File: src/rtl/io_responder_pkg.sv
// Shared types and constants for io_responder: FSM state encoding and the binary-to-BCD step.
// CONVERT exists only when IO_RESPONDER_BCD_EN is defined.
package io_responder_pkg;

    localparam int BCD_ITERS   = 14;
    localparam int MAX_DISPLAY = 9999;

    typedef enum logic [2:0] {
        IDLE         = 3'd0,
`ifdef IO_RESPONDER_BCD_EN
        CONVERT      = 3'd1,
`endif
        WAIT_PRESS   = 3'd2,
        WAIT_RELEASE = 3'd3,
        WAIT_DROP    = 3'd4
    } state_t;

    // Add-3 correction applied to every BCD nibble of 5 or more before each shift.
    function automatic logic [15:0] bcd_add3(input logic [15:0] bcd);
        logic [15:0] r;
        r = '0;
        for (int i = 0; i < 4; i++) begin
            r[i*4 +: 4] = (bcd[i*4 +: 4] >= 4'd5) ? bcd[i*4 +: 4] + 4'd3 : bcd[i*4 +: 4];
        end
        return r;
    endfunction

endpackage

File: src/rtl/debounce_botao.sv
// Two-flop synchronizer plus debouncer for the active-low confirm button.
// The pressed output changes only after DEBOUNCE_CYCLES consecutive samples disagree with it.
module debounce_botao #(
    parameter int DEBOUNCE_CYCLES = 500000
) (
    input  logic clk,
    input  logic srst,
    input  logic botao,
    output logic pressed
);

    localparam int CW = $clog2(DEBOUNCE_CYCLES + 1);

    logic          sync1_reg;
    logic          sync2_reg;
    logic [CW-1:0] cnt_reg;
    logic          pressed_reg;
    logic          sample_pressed;

    assign sample_pressed = ~sync2_reg;

    always_ff @(posedge clk) begin
        if (srst) begin
            sync1_reg   <= 1'b1;
            sync2_reg   <= 1'b1;
            cnt_reg     <= '0;
            pressed_reg <= 1'b0;
        end else begin
            sync1_reg <= botao;
            sync2_reg <= sync1_reg;
            if (sample_pressed == pressed_reg) begin
                cnt_reg <= '0;
            end else if (cnt_reg == CW'(DEBOUNCE_CYCLES - 1)) begin
                pressed_reg <= sample_pressed;
                cnt_reg     <= '0;
            end else begin
                cnt_reg <= cnt_reg + CW'(1);
            end
        end
    end

    assign pressed = pressed_reg;

endmodule

File: src/rtl/io_responder.sv
// Operator I/O responder: freezes the processor during IN/OUT, captures switches, drives digits.
// Define IO_RESPONDER_BCD_EN for decimal display via CONVERT; otherwise digits show hex.
module io_responder
    import io_responder_pkg::*;
#(
    parameter int DEBOUNCE_CYCLES = 500000,
    parameter int IN_WIDTH        = 14
) (
    input  logic                clock_fpga,
    input  logic                reset,
    input  logic                req_in,
    input  logic                req_out,
    input  logic [31:0]         out_data,
    input  logic [7:0]          switches,
    input  logic                botao,
    output logic                congela,
    output logic [IN_WIDTH-1:0] in_data,
    output logic                in_valid,
    output logic [3:0]          dig0,
    output logic [3:0]          dig1,
    output logic [3:0]          dig2,
    output logic [3:0]          dig3
);

    state_t              state_reg;
    logic                is_in_reg;
    logic                pressed;
    logic                pressed_prev_reg;
    logic                press_evt;
    logic                congela_reg;
    logic [IN_WIDTH-1:0] in_data_reg;
    logic                in_valid_reg;
    logic [3:0]          dig_reg [4];

    debounce_botao #(
        .DEBOUNCE_CYCLES(DEBOUNCE_CYCLES)
    ) u_debounce (
        .clk    (clock_fpga),
        .srst   (reset),
        .botao  (botao),
        .pressed(pressed)
    );

    // Only a fresh press counts, so a button already held on entry is ignored.
    assign press_evt = pressed & ~pressed_prev_reg;

`ifdef IO_RESPONDER_BCD_EN
    logic [13:0] clamped;
    logic [13:0] bin_reg;
    logic [15:0] bcd_reg;
    logic [15:0] bcd_adj;
    logic [15:0] bcd_shift;
    logic [3:0]  iter_reg;
    logic        unused_bits;

    assign clamped     = (out_data[13:0] > 14'(MAX_DISPLAY)) ? 14'(MAX_DISPLAY) : out_data[13:0];
    assign bcd_adj     = bcd_add3(bcd_reg);
    assign bcd_shift   = {bcd_adj[14:0], bin_reg[13]};
    assign unused_bits = ^out_data[31:14];
`else
    logic unused_bits;
    assign unused_bits = ^out_data[31:16];
`endif

    always_ff @(posedge clock_fpga) begin
        if (reset) begin
            state_reg        <= IDLE;
            is_in_reg        <= 1'b0;
            pressed_prev_reg <= 1'b0;
            congela_reg      <= 1'b0;
            in_data_reg      <= '0;
            in_valid_reg     <= 1'b0;
            dig_reg          <= '{default: '0};
`ifdef IO_RESPONDER_BCD_EN
            bin_reg          <= '0;
            bcd_reg          <= '0;
            iter_reg         <= '0;
`endif
        end else begin
            pressed_prev_reg <= pressed;
            in_valid_reg     <= 1'b0;
            case (state_reg)
                IDLE: begin
                    congela_reg <= 1'b0;
                    if (req_out) begin
                        is_in_reg   <= 1'b0;
                        congela_reg <= 1'b1;
`ifdef IO_RESPONDER_BCD_EN
                        bin_reg     <= clamped;
                        bcd_reg     <= '0;
                        iter_reg    <= '0;
                        state_reg   <= CONVERT;
`else
                        dig_reg[0]  <= out_data[3:0];
                        dig_reg[1]  <= out_data[7:4];
                        dig_reg[2]  <= out_data[11:8];
                        dig_reg[3]  <= out_data[15:12];
                        state_reg   <= WAIT_PRESS;
`endif
                    end else if (req_in) begin
                        is_in_reg   <= 1'b1;
                        congela_reg <= 1'b1;
                        state_reg   <= WAIT_PRESS;
                    end
                end
`ifdef IO_RESPONDER_BCD_EN
                CONVERT: begin
                    bcd_reg  <= bcd_shift;
                    bin_reg  <= {bin_reg[12:0], 1'b0};
                    iter_reg <= iter_reg + 4'd1;
                    if (iter_reg == 4'(BCD_ITERS - 1)) begin
                        dig_reg[0] <= bcd_shift[3:0];
                        dig_reg[1] <= bcd_shift[7:4];
                        dig_reg[2] <= bcd_shift[11:8];
                        dig_reg[3] <= bcd_shift[15:12];
                        state_reg  <= WAIT_PRESS;
                    end
                end
`endif
                WAIT_PRESS: begin
                    if (press_evt) begin
                        state_reg <= WAIT_RELEASE;
                        if (is_in_reg) begin
                            in_data_reg  <= IN_WIDTH'(switches);
                            in_valid_reg <= 1'b1;
                        end
                    end
                end
                WAIT_RELEASE: begin
                    if (!pressed) begin
                        congela_reg <= 1'b0;
                        state_reg   <= WAIT_DROP;
                    end
                end
                WAIT_DROP: begin
                    if (!req_in && !req_out) begin
                        state_reg <= IDLE;
                    end
                end
                default: state_reg <= IDLE;
            endcase
        end
    end

    assign congela  = congela_reg;
    assign in_data  = in_data_reg;
    assign in_valid = in_valid_reg;
    assign dig0     = dig_reg[0];
    assign dig1     = dig_reg[1];
    assign dig2     = dig_reg[2];
    assign dig3     = dig_reg[3];

endmodule

File: config.mk
export PLATFORM = sky130hd
export DESIGN_NAME = io_responder
export DESIGN_NICKNAME = d
export VERILOG_FILES = /design/src/rtl/io_responder_pkg.sv /design/src/rtl/debounce_botao.sv /design/src/rtl/io_responder.sv
export SDC_FILE = /design/constraint.sdc
export NUM_CORES = 1
export LEC_CHECK = 0
export ABC_AREA = 0
export BUFFER_PORTS_ARGS = -buffer_cell sky130_fd_sc_hd__clkbuf_2
export CAP_MARGIN = 40
export CORE_MARGIN = 5
export CORE_UTILIZATION = 31
export DETAILED_ROUTE_END_ITERATION = 7
export RECOVER_POWER = 100
export SYNTH_ARGS = -nofsm -noshare
export SYNTH_HDL_FRONTEND = slang
export SYNTH_HIERARCHICAL = 1
export SYNTH_SLANG_ARGS = --single-unit
File: constraint.sdc
create_clock -name clock_fpga -period 2.04 [get_ports clock_fpga]
set_input_delay 0.102 -clock clock_fpga [delete_from_list [all_inputs] [get_ports clock_fpga]]
set_output_delay 0.102 -clock clock_fpga [all_outputs]
set_load 0.05 [all_outputs]
After elaboration in Yosys (flattened, before gate mapping)
Index checks and enable logic that the tools add are counted.
{"block": "word_totals", "input_bits": 45, "elab_cells": 57, "ram_bits": 0, "output_inout_bits": 32, "rom_bits": 0, "memories": 0, "reg_bits": 53, "latch_bits": 0}
{"block": "op_classes", "mux": 13, "mul": 0, "n_reduce_logical": 14, "bitwise": 6, "eq_ne": 9, "n_div": 0, "n_shift": 0, "n_lt_le_gt_ge": 0, "n_addsub": 1}
{"operator": "19-bit by 1-bit adder with 19-bit output, second input constant", "count": 1}
{"operator": "19-bit == test, second input constant", "count": 1}
{"operator": "3-bit two-way mux", "count": 5}
{"operator": "3-bit one-hot mux with 4 select lines", "count": 1}
{"operator": "2-bit AND reduction", "count": 4}
{"operator": "3-bit by 2-bit == test with 1-bit output, second input constant", "count": 2}
{"operator": "1-bit two-way mux", "count": 6}
{"operator": "2-bit != test, second input constant", "count": 3}
{"operator": "3-bit OR reduction", "count": 2}
{"operator": "1-bit NOT", "count": 5}
{"operator": "4-bit AND reduction", "count": 1}
{"operator": "2-bit nonzero test", "count": 2}
{"operator": "3-bit == test, second input constant", "count": 1}
{"operator": "3-bit zero test", "count": 1}
{"operator": "3-bit != test, second input constant", "count": 1}
{"operator": "3-bit AND reduction", "count": 1}
{"operator": "1-bit zero test", "count": 2}
{"operator": "1-bit one-hot mux with 2 select lines", "count": 1}
{"operator": "1-bit AND", "count": 1}
{"operator": "1-bit == test", "count": 1}
{"operator": "1-bit logical AND", "count": 1}

Longest topological paths before layout
Gate-level depths: netlist (run 1).
{"block": "logic_depth", "ltp_word": 4, "mapped_depth": 6, "mapped_depth_nobuf": 5}

By module
Netlist (run 1), hierarchy kept.
{"mod": "io_responder", "area_per_inst_um2": 1285.0, "cells_each": 143, "n_inst": 1, "seq_area_each_um2": 620.6}
{"mod": "debounce_botao", "area_per_inst_um2": 1084.8, "cells_each": 110, "n_inst": 1, "seq_area_each_um2": 440.4}

Worst setup path before layout (run 1)
No wires, ideal clock.
{"block": "synth_timing", "path_kind": "reg-to-reg", "from": "register u_debounce.cnt_reg[0]", "to": "register u_debounce.cnt_reg[16]", "period_less_slack_ns": 1.515, "arrival_time_ns": 1.400, "setup_time_ns": 0.115, "path_slack_ns": 0.525, "n_path_buf": 1, "required_time_ns": 1.925, "stages_incl_launch_ff": 7, "cell_sequence": "dfxtp_1 -> ha_1 -> nand4_4 -> buf_6 -> nor4_4 -> xnor2_1 -> nor2_2"}
{"block": "synth_between", "elab_chain_len": 2, "word_cells_on_any_way": 3, "cone_classes": "1 x add/sub; 1 x eq/ne; 1 x reduce/logical"}
{"element": "from (decl)", "line_no": "debounce_botao.sv:16", "rtl": "logic [CW-1:0] cnt_reg;"}
{"element": "from (signal assigned)", "line_no": "debounce_botao.sv:37", "rtl": "cnt_reg <= cnt_reg + CW'(1);"}
{"element": "branches (longest 2 deep; another with 19-bit by 1-bit adder with 19-bit output)"}
Several ways; the timed one is not identified.
A chain may end at the register's enable or synchronous reset.

Final worst setup path (run 1)
{"block": "layout_timing", "from": "register u_debounce.cnt_reg[0]", "to": "register u_debounce.cnt_reg[18]"}
The elaborated chain is that of the path after synthesis.

==> results.md, run 1 <==
* Status: finished clean
* Post_cts resized at 0
* Final ANT Viol Nets at 0
* Row Count at 31
* Synthesized area at about 2400 µm²
* Total grt overflow at 0
* Arrival time of the worst setup path at 2.00 ns
* Detailed Route WL at 4870 µm
* Post-synth EDFFs at 0
* CTS tree: yes
* Die Wd at between 90 and 100 µm
* Largest net degree at the start of global routing at 42
* Hold EP: dig0[2]
* TNS Setup at 0 ns
* Critical Path, Cell by Cell: ha_1, nand4_4, nor4_1, and3_1, nor3_1
* Total Power at 1.91 mW
* Synth Area per Inst at between 9 and 10 µm²
* First-pass GRT wire length at 8720 µm
* Place WS at ~0.25 ns
* Fmax at between 500 and 600 MHz
* Post-CTS Hold Buffers at 15
* Diodes inserted at 0
* Vias after detailed routing at around 1900
* Initial antenna violation count at 0
* Area share of the largest cell type after synthesis at 44.8%
* CTS sink count at 53
* Top post-synthesis cells by area: dfxtp_1 (45%), nand2_1 (5.5%), nand2b_1 (4.5%), xnor2_1 (4.4%), a21oi_1 (4.0%)
* Drt drc at 0
* R2r endpoint: u_debounce/cnt_reg[18]
* R2R setup slack at approximately 0.25 ns
* Slew Limit Fails at 0
* Least-Margin Pin Slew at between 0.7 and 0.8 ns
* Clock Path Buffers at 2
* Number of global-route vias before repair at between 1500 and 2000
* Clk_skew at 0.00809 ns
* Cell taking the most area after synthesis: dfxtp_1
* Drt via density at 4.52
* Share of cells above drive strength 1 at between 10% and 20%
* I/O pin cnt at 77
* Postcts setup bufs at 0
* Clock Latency Late Sink at a little over 0.3 ns
* GPL Wtd Cong at 0.753
* Max cap viols at 0
* Endpoints failing hold at 0
* Tcrit/Tclk final at 87.7%
* Delay of the slowest critical-path stage at between 0.4 and 0.5 ns
* Area delta synth->final at 21.2%
* IR drop worst, VDD at ~0.33 mV
* Chip Height at 97.4 µm
* Unrepaired setup endpoints after global routing: false
* Worst flop-to-flop path startpoint: u_debounce/cnt_reg[0]
* Synthesized instance count at ~250
* Clk slew on worst S/H paths at 0.10 ns
* Final WS setup at around 0.25 ns
* Crit end category: register
* Final HPWL from detailed placement at 3340 µm
* Syn. warnings at 6
* WL/cell at 11.6 µm
* GRT Resource Usage Total at approximately 11%
* Slowest stage cell, crit path: nor4_1
* Core Area at 7330 µm²
* Most frequent cell after synthesis: dfxtp_1
* Pwr dens at between 600 and 700 nW/µm²
* Min Tclk post-route at ~1.8 ns
* Relative slew margins at approximately 50%
* Hold Startpoint: out_data[2]
* WS Path Type: register to register
* Crit path required time at approximately 2.3 ns
* First drt pass iteration count at 4
* Hold crit path type: input port to register
* Register area share after synthesis at about 45%
* Top_reg_cell synth: dfxtp_1
* Crit-path max FO at 13
* Clock Root Buffer: clkbuf_8
* Top cells by count, synth: dfxtp_1 (53), nand2_1 (35), nor2_1 (23)
* H-Tree Depth at 2
* Hold_ws at between 0.02 and 0.025 ns
* Largest register FFs at 19
* Critical Path Source Type: register
* Leak pwr at 1.06 nW
* Netlist cell types at 46
* Die area at approximately 9500 µm²
* Final nets at roughly 370
* Hold path depth at 3
* IO buf count at 54
* Initial core utilization at about 32%
* R2R depth at 5
* Initial detailed-routing violation count at 35
* Number of CTS-inserted buffers at 5
* FFs w/ async S/R, synth at 0%
* Yosys reg bits at 53
* Final setup fails at 0
==> stage by stage <==
step,util [%],instances,area (µm²)
floorplan,-,258,2390
global placement,36.6,397,2680
detailed placement,36.6,397,2680
CTS,39.9,420,2920
global route,39.2,420,2870
finish,39.2,420,2870
==> critical path, delay by kind of cell, from the launching register on <==
kind / cells / cell delay, ns
adder cells (fa/ha/maj): 1 / 0.28
flip-flops: 1 / 0.41
AND/OR/NAND/NOR: 4 / 1.00
==> layer usage <==
layer	vias up	GRT usage [%]	wire [µm]
met1	867	13.3	2280
li1	977	-	-
met4	0	3.83	67
met3	8	3.09	271
met5	-	0	0
met2	45	17.9	2250
==> worst max-delay path by stage <==
stage                               start                      to  slack (ns)  cells after the start
floorplan           u_debounce/cnt_reg[0]  u_debounce/cnt_reg[16]        0.53                      6
global placement    u_debounce/cnt_reg[0]  u_debounce/cnt_reg[18]        0.32                      5
detailed placement  u_debounce/cnt_reg[0]  u_debounce/cnt_reg[18]        0.25                      5
CTS                 u_debounce/cnt_reg[0]  u_debounce/cnt_reg[18]        0.24                      5
global route        u_debounce/cnt_reg[0]  u_debounce/cnt_reg[18]        0.04                      5
finish              u_debounce/cnt_reg[0]  u_debounce/cnt_reg[18]        0.25                      5
==> cells by family (layout without fill, tap and decap cells) <==
kind of cell             Yosys count  in the layout  share of synthesized area, %
multiplexers                       8              8                          3.38
other                              1              6                         0.158
AO/OA/AOI/OAI                     29             29                          7.66
buffers and inverters             22             85                          6.33
adder cells (fa/ha/maj)            1              1                         0.528
AND/OR/NAND/NOR                  124            124                          31.6
XOR/XNOR                          15             15                          5.54
flip-flops                        53             53                          44.8
==> final cells by class <==
| type | count | area (µm²) |
|---|---|---|
| clock buffers | 5 | 68.8 |
| repair buffers | 73 | 407 |
| well taps | 99 | 124 |
| clock inverters | 3 | 21.3 |
| fillers | 744 | 4460 |
| flip-flops and latches | 53 | 1060 |
| inverters | 4 | 15.0 |
| multi-input cells | 183 | 1170 |
==> where the power goes <==
group / internal [mW] / leakage [nW] / switching (mW) / total, mW
registers: 1.06 / 0.430 / 0.0145 / 1.07
logic: 0.0735 / 0.585 / 0.154 / 0.227
clock network: 0.244 / 0.0445 / 0.364 / 0.608
==> cells in the final DEF (no fill, tap or decap), types with 2 or more instances in the layout <==
cell type | synthesis | final
clkbuf_2 | 0 | 28
nand2_1 | 35 | 35
nand4_4 | 2 | 2
nand3_1 | 6 | 6
dlygate4sd3_1 | 0 | 15
conb_1 | 1 | 6
nor2_1 | 23 | 24
dfxtp_1 | 53 | 53
xor2_1 | 3 | 3
or4b_1 | 2 | 2
nor3b_1 | 2 | 2
nor4_4 | 3 | 3
nand4_2 | 2 | 2
or2_2 | 2 | 2
inv_1 | 4 | 4
xnor2_1 | 12 | 12
a21oi_1 | 19 | 19
nor2b_1 | 2 | 2
mux2i_1 | 8 | 8
nor4_1 | 4 | 4
nand2b_1 | 17 | 17
and3_1 | 3 | 3
o21ai_0 | 2 | 2
nor3_1 | 10 | 10
o221ai_1 | 2 | 2
clkbuf_1 | 4 | 29
clkbuf_8 | 0 | 5
No activity file was read; power rests on OpenSTA's default activity.
==> run 2: changes to the inputs <==
==> constraint.sdc (replaced) <==
create_clock -name clock_fpga -period 2.2 [get_ports clock_fpga]
set_input_delay 0.11 -clock clock_fpga [delete_from_list [all_inputs] [get_ports clock_fpga]]
set_output_delay 0.11 -clock clock_fpga [all_outputs]
set_load 0.05 [all_outputs]
==> run 2 against run 1 <==
  * Die area unchanged
  * Clock-buffer cell count is the same
  * Routed wire length stayed put
  * Sequential power is 7% lower
  * Clock power is 4.1% lower
  * Non-clock buffer count is the same
  * Clock skew shrank 0.0036 ns
  * Core utilization is 0.12 points higher
  * Via count down 1.1%
  * Setup slack improved by 0.062 ns
==> results.md, run 2 (synthesis results as in run 1) <==
* Status: finished clean
* Number of global-route vias before repair at 1864
* Clock Latency Late Sink at roughly 0.32 ns
* Placed instance count at approximately 400
* Clock Root Buffer: clkbuf_8
* Routing usage on met3 at under 10%
* Final ANT Viol Nets at 0
* Detailed Route WL at about 4900 µm
* R2r endpoint: u_debounce/cnt_reg[8]
* WL/cell at 11.6 µm
* Pwr dens at around 620 nW/µm²
* R2R depth at 4
* Final HPWL from detailed placement at about 3300 µm
* Drt drc at 0
* Endpoints failing hold at 0
* Hold crit path type: input port to register
* Critical Path, Cell by Cell: ha_1, nand4_4, o21ai_2, nor2_1
* Largest net degree at the start of global routing at 41
* Crit-path max FO at 17
* Final Non-Filler Cells at 420
* I/O pin cnt at 77
* IR drop worst, VDD at 0.226 mV
* First-pass GRT wire length at ~8600 µm
* Arrival time of the worst setup path at 2.07 ns
* Final WS setup at between 0.3 and 0.4 ns
* Register area at ~1100 µm²
* Final setup fails at 0
* Initial antenna violation count at 0
* H-Tree Depth at 2
* Total grt overflow at 0
* R2R setup slack at between 0.3 and 0.4 ns
* Diodes inserted at 0
* CTS sink count at 53
* Die area at 9490 µm²
* Met2 GRT Util at 17.3%
* Initial detailed-routing violation count at 55
* Hold path depth at 3
* Row Count at 31
* Crit path required time at about 2.4 ns
* Slowest stage cell, crit path: o21ai_2
* Clk_skew at ~0.0045 ns
* Die Wd at between 90 and 100 µm
* Core Area at between 7000 and 8000 µm²
* CP Launch Point: u_debounce/cnt_reg[0]
* Delay of the slowest critical-path stage at roughly 0.7 ns
* Relative slew margins at between 50 and 60%
* Vias after detailed routing at between 1500 and 2000
* Leak pwr at roughly 1.1 nW
* Initial core utilization at about a third
* Number of CTS-inserted buffers at 5
* IO buf count at 54
* Share of cells above drive strength 1 at 17.8%
* WS Path Type: register to register
* Critical Path Source Type: register
* Post-Layout Inst Area at about 2900 µm²
* Largest register FFs at 19
* Place WS at roughly 0.38 ns
* Hold EP: dig0[0]
* Min Tclk post-route at 1.89 ns
* Tcrit/Tclk final at around 86%
* GRT Resource Usage Total at roughly a tenth
* GPL Wtd Cong at 0.763
* CTS tree: yes
* Area used by multi-input combinational logic at 1170 µm²
* Chip Height at 97.4 µm
* Hold_ws at around 0.011 ns
* Least-Margin Pin Slew at 0.729 ns
* Fill cell total of the finished layout at ~740
* Placed cell areas at ~2700 µm²
* Final nets at 366
* Hold Startpoint: out_data[0]
* Post_cts resized at 0
* Clk slew on worst S/H paths at about 0.1 ns
* Fmax at about 530 MHz
* Max cap viols at 0
* Crit end category: register
* Slew Limit Fails at 0
* GRT met1 Usage at 12.8%
* Layer with the highest usage: met2
* Most frequent cells in the layout: dfxtp_1 (53), nand2_1 (35), clkbuf_2 (28)
* Unrepaired setup endpoints after global routing: false
* Postcts setup bufs at 0
* Worst flop-to-flop path startpoint: u_debounce/cnt_reg[0]
* Post-CTS Hold Buffers at 16
* Drt via density at 4.47
* Commonest non-fill, non-tap cell in the layout: dfxtp_1
* Area delta synth->final at 21.5%
* TNS Setup at 0 ns
* First drt pass iteration count at 4
* Clock Path Buffers at 2
[run 2: changes by cell type in the layout (fill, tap and decap cells not counted)]
| cell | delta |
|---|---|
| inv_6 | +1 |
| o21ai_4 | -1 |
| nand4_2 | -1 |
| nand4_1 | +1 |
| clkbuf_1 | -2 |
| clkinv_2 | -1 |
| nor2_2 | +1 |
| dlygate4sd3_1 | +1 |
| nor2_1 | -1 |
| nor4_1 | -1 |
| o21ai_2 | +1 |
| nor4_2 | +1 |
| buf_4 | +1 |
[run 2: report_power, final]
group	total, mW	leakage [nW]	internal [mW]	switching (mW)
Sequential	0.994	0.430	0.981	0.0137
Combinational	0.212	0.581	0.0702	0.142
Clock	0.583	0.0452	0.233	0.350
Total	1.79	1.06	1.28	0.506
[run 2: layout make-up]
type	count	share of cell area [%]
inverter	4	0.521
sequential	53	36.8
multi-input combinational	183	40.6
tap	99	4.30
clock buffer	5	2.39
timing repair buffer	73	14.5
clock inverter	3	0.869
[run 2: stage by stage]
| stage | util [%] | total power [mW] |
|---|---|---|
| 6_report | 39.3 | 1.79 |
| 5_1_grt | 39.3 | 1.88 |
| 4_1_cts | 40.0 | 1.83 |
| 3_5_place_dp | 36.5 | 1.21 |
| 3_3_place_gp | 36.5 | 1.21 |
| 2_1_floorplan | - | 1.17 |
[run 2: worst max path at each step]
stage	to	slack (ns)	cells past startpoint
finish	u_debounce/cnt_reg[8]	0.31	4
global route	u_debounce/cnt_reg[13]	0.09	4
CTS	u_debounce/cnt_reg[18]	0.35	5
detailed placement	u_debounce/cnt_reg[18]	0.38	5
global placement	u_debounce/cnt_reg[18]	0.47	5
floorplan	u_debounce/cnt_reg[16]	0.69	6
[run 2: metal layers]
layer / share of wire [%] / up-vias / wire length (µm)
met2: 45 / 42 / 2210
met4: 1.0 / 0 / 51
met5: 0 / - / 0
met3: 6.9 / 6 / 336
met1: 47 / 853 / 2270
li1: - / 976 / -
[run 2: worst max-delay path, delay by kind of cell, from the launching register on]
| kind | cells | cell delay, ns |
|---|---|---|
| AO/OA/AOI/OAI | 1 | 0.68 |
| adder cells (fa/ha/maj) | 1 | 0.27 |
| flip-flops | 1 | 0.41 |
| AND/OR/NAND/NOR | 2 | 0.39 |
